[src/rtl/imm_materializer.sv]
// Turns a 32-bit constant into the shortest RV32I sequence (ADDI, LUI, or LUI+ADDI)
// and streams the words out over a valid/ready handshake, one word per request slot.
module imm_materializer #(
    parameter int EN_SHORT = 1
) (
    input  logic        clk,
    input  logic        rst,
    input  logic        in_valid,
    output logic        in_ready,
    input  logic [31:0] in_value,
    input  logic [4:0]  in_rd,
    output logic        out_valid,
    input  logic        out_ready,
    output logic [31:0] out_instr,
    output logic        out_last
);

    typedef enum logic [1:0] {
        IDLE      = 2'd0,
        EMIT_LUI  = 2'd1,
        EMIT_ADDI = 2'd2
    } state_t;

    localparam logic [6:0] OP_LUI    = 7'b0110111;
    localparam logic [6:0] OP_OP_IMM = 7'b0010011;

    function automatic logic [31:0] enc_lui(input logic [19:0] upper, input logic [4:0] rd);
        return {upper, rd, OP_LUI};
    endfunction

    function automatic logic [31:0] enc_addi(input logic [11:0] imm, input logic [4:0] rs1,
                                             input logic [4:0] rd);
        return {imm, rs1, 3'b000, rd, OP_OP_IMM};
    endfunction

    state_t      state_q, state_d;
    logic        in_ready_q, in_ready_d;
    logic        out_valid_q, out_valid_d;
    logic        out_last_q, out_last_d;
    logic [31:0] out_instr_q, out_instr_d;
    logic [11:0] lo_q, lo_d;
    logic [4:0]  rd_q, rd_d;
    logic        has_addi_q, has_addi_d;

    logic        accept, out_hs;
    logic        fits_addi, fits_lui;
    logic [19:0] upper_rnd;

    assign accept = in_valid && in_ready_q;
    assign out_hs = out_valid_q && out_ready;

    // ADDI sign-extends bit 11, so the pair form pre-rounds the upper part by that bit.
    assign fits_addi = (EN_SHORT != 0) &&
                       ((in_value[31:11] == '0) || (in_value[31:11] == '1));
    assign fits_lui  = (EN_SHORT != 0) && (in_value[11:0] == 12'h000);
    assign upper_rnd = in_value[31:12] + {19'd0, in_value[11]};

    always_comb begin
        state_d     = state_q;
        in_ready_d  = in_ready_q;
        out_valid_d = out_valid_q;
        out_last_d  = out_last_q;
        out_instr_d = out_instr_q;
        lo_d        = lo_q;
        rd_d        = rd_q;
        has_addi_d  = has_addi_q;

        case (state_q)
            IDLE: begin
                in_ready_d  = 1'b1;
                out_valid_d = 1'b0;
                if (accept) begin
                    in_ready_d  = 1'b0;
                    out_valid_d = 1'b1;
                    lo_d        = in_value[11:0];
                    rd_d        = in_rd;
                    if (fits_addi) begin
                        state_d     = EMIT_ADDI;
                        out_instr_d = enc_addi(in_value[11:0], 5'd0, in_rd);
                        out_last_d  = 1'b1;
                        has_addi_d  = 1'b0;
                    end else if (fits_lui) begin
                        state_d     = EMIT_LUI;
                        out_instr_d = enc_lui(in_value[31:12], in_rd);
                        out_last_d  = 1'b1;
                        has_addi_d  = 1'b0;
                    end else begin
                        state_d     = EMIT_LUI;
                        out_instr_d = enc_lui(upper_rnd, in_rd);
                        out_last_d  = 1'b0;
                        has_addi_d  = 1'b1;
                    end
                end
            end

            EMIT_LUI: begin
                in_ready_d = 1'b0;
                if (out_hs) begin
                    if (has_addi_q) begin
                        state_d     = EMIT_ADDI;
                        out_instr_d = enc_addi(lo_q, rd_q, rd_q);
                        out_last_d  = 1'b1;
                    end else begin
                        state_d     = IDLE;
                        out_valid_d = 1'b0;
                        out_last_d  = 1'b0;
                        in_ready_d  = 1'b1;
                    end
                end
            end

            EMIT_ADDI: begin
                in_ready_d = 1'b0;
                if (out_hs) begin
                    state_d     = IDLE;
                    out_valid_d = 1'b0;
                    out_last_d  = 1'b0;
                    in_ready_d  = 1'b1;
                end
            end

            default: begin
                state_d     = IDLE;
                out_valid_d = 1'b0;
                out_last_d  = 1'b0;
                in_ready_d  = 1'b0;
            end
        endcase
    end

    // in_ready is registered so it first rises one edge after reset or after the last word.
    always_ff @(posedge clk or posedge rst) begin
        if (rst) begin
            state_q     <= IDLE;
            in_ready_q  <= 1'b0;
            out_valid_q <= 1'b0;
            out_last_q  <= 1'b0;
            out_instr_q <= 32'd0;
            lo_q        <= 12'd0;
            rd_q        <= 5'd0;
            has_addi_q  <= 1'b0;
        end else begin
            state_q     <= state_d;
            in_ready_q  <= in_ready_d;
            out_valid_q <= out_valid_d;
            out_last_q  <= out_last_d;
            out_instr_q <= out_instr_d;
            lo_q        <= lo_d;
            rd_q        <= rd_d;
            has_addi_q  <= has_addi_d;
        end
    end

    assign in_ready  = in_ready_q;
    assign out_valid = out_valid_q;
    assign out_instr = out_instr_q;
    assign out_last  = out_last_q;

endmodule

[config.mk]
export PLATFORM = sky130hd
export DESIGN_NAME = imm_materializer
export DESIGN_NICKNAME = d
export VERILOG_FILES = /design/src/rtl/imm_materializer.sv
export SDC_FILE = /design/constraint.sdc
export NUM_CORES = 1
export LEC_CHECK = 0
export BUFFER_PORTS_ARGS = -buffer_cell sky130_fd_sc_hd__clkbuf_2
export CAP_MARGIN = 10
export CORE_AREA = 2 2 106 98
export CTS_CLUSTER_DIAMETER = 100
export CTS_CLUSTER_SIZE = 40
export DETAILED_ROUTE_END_ITERATION = 6
export DIE_AREA = 0 0 108 100
export PLACE_DENSITY_LB_ADDON = 0.08
export SLEW_MARGIN = 10
export SYNTH_ARGS = -nofsm -noshare
export SYNTH_HDL_FRONTEND = slang
export SYNTH_SLANG_ARGS = --single-unit
[constraint.sdc]
create_clock -name clk -period 2.3 [get_ports clk]
set_input_delay 0 -clock clk [delete_from_list [all_inputs] [get_ports clk]]
set_output_delay 0 -clock clk [all_outputs]
set_load 0.01 [all_outputs]
==> impl_metrics.toml, run 1 <==
[setup_path]
ff2ff_path_depth = 6
crit_arrival_ns = 2.23
setup.worst_path.start_class = "input pin"
endpoint_kind = "register"
worstPathMaxFanout = 7
worstPathRequired_ns = 2.48
crit_start = "in_value[3]"
r2r-start = "out_valid"
crit_type = "in -> reg"

[placed_design]
io_buffers = 73
gp_congestion = 0.797
dpl.hpwl_um = 6620

[synthesis]
syn_area_per_cell_um2 = 9.77
synth_largest_area_cell = "dfrtp_1"
synth-seq-cells = 50
ys_types = 48
synth_ff_type = "dfrtp_1"
synthArstFlopShare_pct = 100
synth_seq_area_share_pct = 44.0
synth_cells = 291
ys.warnings.count = 0
synth_top_area_share_pct = 44.0
synth_edf_count = 0
ys_top_cells_by_area = "dfrtp_1 (44%), mux2_2 (6.3%), nand2_1 (4.9%)"
synth.cell_area_mm2 = 0.00284

[timing]
finalCritPeriodShare_pct = 89.3
setup_violations = 0
slew_violations = 0
skew_ns = 0.00724
fmax_mhz = 487
final.setup.tns_ns = 0
period_needed_ns = 2.05
grt_setup_unrepaired = "no"
tightest_slew_ns = 0.616
slew_headroom_pct = 58.9
finalHoldViolations = 0

[route]
wl_per_cell_um = 17.1
ant_nets = 0
drt-initial-drc-count = 77
remaining_drc_errors = 0
num_vias = 2504
routed_wl_um = 8670
first_pass_iters = 4
avgViaCountPerCell = 4.95

[pwr]
ir_drop_mv = 0.336
powerDensity_mw_per_mm2 = 1090
p_leak_nw = 1.60

[finish]
final_common_cell = "clkbuf_2"
final_cell_mix = "clkbuf_2 (73), dfrtp_1 (50), nand2_1 (37)"
drive_above_1_share_pct = 30.8
area_delta_synth_final_pct = 26.6
final_util_pct = 36.5
antenna_cells = 0
fill_cells = 1044
nets = 420

[min_path]
hp-class = "in -> reg"
hold_depth = 2
hp-start = "in_value[2]"

[run]
cap_violations = 0

[clock_tree]
cts-root-buf = "clkbuf_8"
cts_setup_buffers = 0
cts_buffers = 5
clockBufferDepth = 2
clock-sinks = 50
clock_latency_ns = 0.31
cts_max_level = 2
cts_tree = "yes"
clk_pin_slew_ns = 0.09

[floorplanning]
io-pin-count = 76
initial_core_util_pct = 28.9
die_area_mm2 = 0.0108
die_y_um = 100
dieWidth_um = 108
core_mm2 = 0.00985
row_count = 35

[global_route]
antenna_found_initial = 0
gr-usage-all-layers_pct = 16.5
grt_pass1_wl_um = 13500
grt_pass1_vias = 2419
grt_max_degree = 28
overflow = 0

[outcome]
status = "finished clean"
synthesized netlist by cell type, drive strengths merged (2+ instances only):
library cell	number
ha	3
and3	7
or3	2
nand4	8
nor2	13
o22ai	3
o21ai	21
a32o	4
clkbuf	5
nor4b	2
inv	7
nor3	5
a2bb2oi	2
o221ai	6
buf	15
mux2	16
xor2	6
a211oi	6
mux2i	4
o31ai	2
nand2	38
dfrtp	50
nor4	8
nand2b	2
xnor2	11
and4	2
and2	2
a21oi	11
nand3	13
a31oi	9
o211ai	2
final timing paths:
| kind | endpoint | slack [ns] |
|---|---|---|
| setup / recovery | out_instr[17] | 0.25 |
| hold / removal | lo_q[2] | 0.0009 |
| setup reg to reg | out_instr[27] | 0.42 |
| hold reg to reg | out_instr[14] | 0.50 |
| max in group asynchronous | lo_q[2] | 1.44 |
| min in group asynchronous | out_instr[8] | 0.30 |
cell type report:
| type | count | area [µm²] | share of cell area (%) |
|---|---|---|---|
| sequential | 50 | 1250 | 34.8 |
| multi-input combinational | 214 | 1440 | 40.0 |
| inverter | 8 | 43.8 | 1.22 |
| clock buffer | 7 | 76.3 | 2.12 |
| timing repair buffer | 97 | 596 | 16.5 |
| clock inverter | 1 | 30.0 | 0.834 |
| tap | 129 | 161 | 4.48 |
through the flow:
stage	power [mW]	instances	area [µm²]	hold WS [ns]	setup slack [ns]
2_1_floorplan	2.64	292	2850	0.129	0.627
3_3_place_gp	3.33	483	3340	0.114	0.429
3_5_place_dp	3.33	483	3340	0.106	0.412
4_1_cts	3.98	506	3600	0.00135	0.254
5_1_grt	4.25	506	3600	0.00308	0.0546
6_report	3.94	506	3600	0.000921	0.246
state kept, by name (all words and copies together), names as in the netlist:
name / flops
out_valid: 1
out_instr: 27
out_last: 1
has_addi_q: 1
state_q: 2
in_ready: 1
rd_q: 5
lo_q: 12
report_power, final:
part	internal [mW]	switching (mW)
Sequential	1.29	0.264
Combinational	0.757	0.994
Clock	0.326	0.304
cells by family after synthesis:
kind of cell | count (synthesis) | share of synthesized area, %
other | 1 | 0.132
adders and majority gates | 3 | 1.32
AOI/OAI and AO/OA | 69 | 15.7
and+or+nand+nor | 103 | 20.5
DFF | 50 | 44.0
muxes | 20 | 7.75
xor gates and xnor gates | 17 | 5.24
buffers and inverters | 28 | 5.41
critical path: stages:
cell           delay (ns)
dlygate4sd3_1        0.53
clkbuf_2             0.14
nor4_1               0.36
and3_1               0.50
nor2_1               0.13
and3_1               0.22
xnor2_1              0.20
o221ai_1             0.15
what timing repair did:
item,4_1_cts,5_1_grt
resized for setup,0,0
endpoints found under the setup margin,0,0
endpoints found under the hold margin,45,0
hold buffers,15,0
per-layer routing:
metal  part of all wire, %  vias to the layer above  track usage (%)
met5                     0                        -                0
met2                    46                       64             26.5
met1                    48                     1201             23.5
li1                      -                     1234                -
met3                   4.4                        5             2.66
met4                  0.90                        0             3.25
No activity file was read; power rests on OpenSTA's default activity.
==> run 2, diff against run 1 <==
--- a/config.mk
+++ b/config.mk
@@ -6,13 +6,13 @@
 export NUM_CORES = 1
 export LEC_CHECK = 0
 export BUFFER_PORTS_ARGS = -buffer_cell sky130_fd_sc_hd__clkbuf_2
-export CAP_MARGIN = 10
+export CAP_MARGIN = 20
 export CORE_AREA = 2 2 106 98
 export CTS_CLUSTER_DIAMETER = 100
 export CTS_CLUSTER_SIZE = 40
 export DETAILED_ROUTE_END_ITERATION = 6
 export DIE_AREA = 0 0 108 100
-export PLACE_DENSITY_LB_ADDON = 0.08
+export PLACE_DENSITY = 0.54
 export SLEW_MARGIN = 10
 export SYNTH_ARGS = -nofsm -noshare
 export SYNTH_HDL_FRONTEND = slang
==> run 2 against run 1 <==
- die area is the same
- worst hold slack gained 0.036 ns
- clock-buffer cell count shrank 1
==> impl_metrics.toml, run 2 (same netlist as run 1, synthesis figures left out) <==
[pwr]
p_leak_nw = 1.60
powerDensity_mw_per_mm2 = 1080
ir_drop_mv = 0.299
power.total_mw = 3.90

[route]
remaining_drc_errors = 0
routed_wl_um = 8090
avgViaCountPerCell = 4.99
first_pass_iters = 4
drt-initial-drc-count = 134
wl_per_cell_um = 15.9
num_vias = 2533
ant_nets = 0

[placed_design]
dpl-instance-area_mm2 = 0.00332
dp_cells = 482
io_buffers = 73
gp_congestion = 0.792
dpl.hpwl_um = 6160
pre_cts_slack_ns = 0.393

[clock_tree]
cts_max_level = 2
cts_buffers = 5
cts_setup_buffers = 0
clk_pin_slew_ns = 0.08
clockBufferDepth = 2
cts-root-buf = "clkbuf_8"
cts_tree = "yes"
clock_latency_ns = 0.31
clock-sinks = 50

[finish]
nets = 422
final_common_cell = "clkbuf_2"
layoutNonFillerInstCount = 508
antenna_cells = 0
largest_reg_flops = 27
final_cell_mix = "clkbuf_2 (73), dfrtp_1 (50), nand2_1 (37)"
fin_area_mm2 = 0.00361
drive_above_1_share_pct = 30.6
final_util_pct = 36.7
area_delta_synth_final_pct = 27.1

[global_route]
gr-usage-all-layers_pct = 15.4
grt_max_degree = 51
grt_pass1_wl_um = 13000
overflow = 0
antenna_found_initial = 0
grt_pass1_vias = 2468

[setup_path]
crit_type = "in -> reg"
r2r-start = "state_q[0]"
worstPathRequired_ns = 2.53
crit_arrival_ns = 2.28
rrSetupSlack_ns = 0.37
worstPathMaxFanout = 10
ff2ff_path_depth = 6
endpoint_kind = "register"
r2r-end = "out_instr[31]"
setup.worst_path.start_class = "input pin"

[timing]
slew_headroom_pct = 57.2
slew_violations = 0
grt_setup_unrepaired = "no"
setup_violations = 0
fmax_mhz = 489
finalCritPeriodShare_pct = 89.0
worst_slack_ns = 0.253
finalHoldViolations = 0
skew_ns = 0.00612
period_needed_ns = 2.05
final.setup.tns_ns = 0
timing.hold.ws_ns = 0.0368
tightest_slew_ns = 0.642

[floorplanning]
core_mm2 = 0.00985
die_area_mm2 = 0.0108
row_count = 35
die_y_um = 100
dieWidth_um = 108
io-pin-count = 76
initial_core_util_pct = 28.9

[outcome]
status = "finished clean"

[min_path]
hp-class = "in -> reg"
min_to = "out_instr[13]"
hold_depth = 3
hp-start = "in_value[13]"

[run]
cap_violations = 0
==> run 2: changes by cell type in the layout (fill, tap and decap cells not counted), sizes merged <==
cell         before  now
dlygate4sd3      15   18
buf               9    8
clkinvlp          0    1
clkbuf           80   79
==> run 2: worst max path at each step <==
stage / startpoint / endpoint / slack, ns / cells past startpoint
after floorplan: out_valid / out_instr[16] / 0.63 / 6
after global placement: state_q[0] / out_instr[31] / 0.46 / 7
after detailed placement: state_q[0] / out_instr[31] / 0.39 / 7
after CTS: in_value[6] / out_instr[29] / 0.28 / 8
after global routing: in_value[7] / out_instr[23] / 0.16 / 8
final: in_value[7] / out_instr[23] / 0.25 / 8
==> run 2: final cells by class <==
cell class	count	area, µm²
clock buffers	6	72.6
clock inverters	2	37.5
fillers	1033	6240
inverters	8	43.8
multi-input cells	214	1440
flip-flops and latches	50	1250
well taps	129	161
repair buffers	99	606
==> run 2: where the power goes <==
| part | total, mW | switching, mW | internal [mW] | leakage [nW] |
|---|---|---|---|---|
| logic | 1.70 | 0.956 | 0.747 | 0.948 |
| clock network | 0.618 | 0.293 | 0.325 | 0.0514 |
| registers | 1.58 | 0.282 | 1.29 | 0.603 |
| total | 3.90 | 1.53 | 2.37 | 1.60 |
==> run 2: timing repair <==
item                                   in CTS  in global routing
hold buffers                               17                  1
resized for setup                           0                  0
endpoints found under the hold margin      71                  1
==> run 2: per-layer routing <==
| layer | up-vias | share of wire, % | track usage [%] |
|---|---|---|---|
| met3 | 8 | 4.7 | 2.53 |
| met2 | 76 | 45 | 23.9 |
| met5 | - | 0 | 0 |
| met4 | 0 | 0.94 | 3.55 |
| met1 | 1213 | 49 | 22.6 |
| li1 | 1236 | - | - |
==> run 2: worst max-delay path, stage by stage <==
cell and delay [ns]:
dlygate4sd3_1 0.57, clkbuf_2 0.13, nor4_1 0.43, nand3_1 0.43
nand3_1 0.24, xnor2_1 0.18, o221ai_1 0.15, o21ai_1 0.15
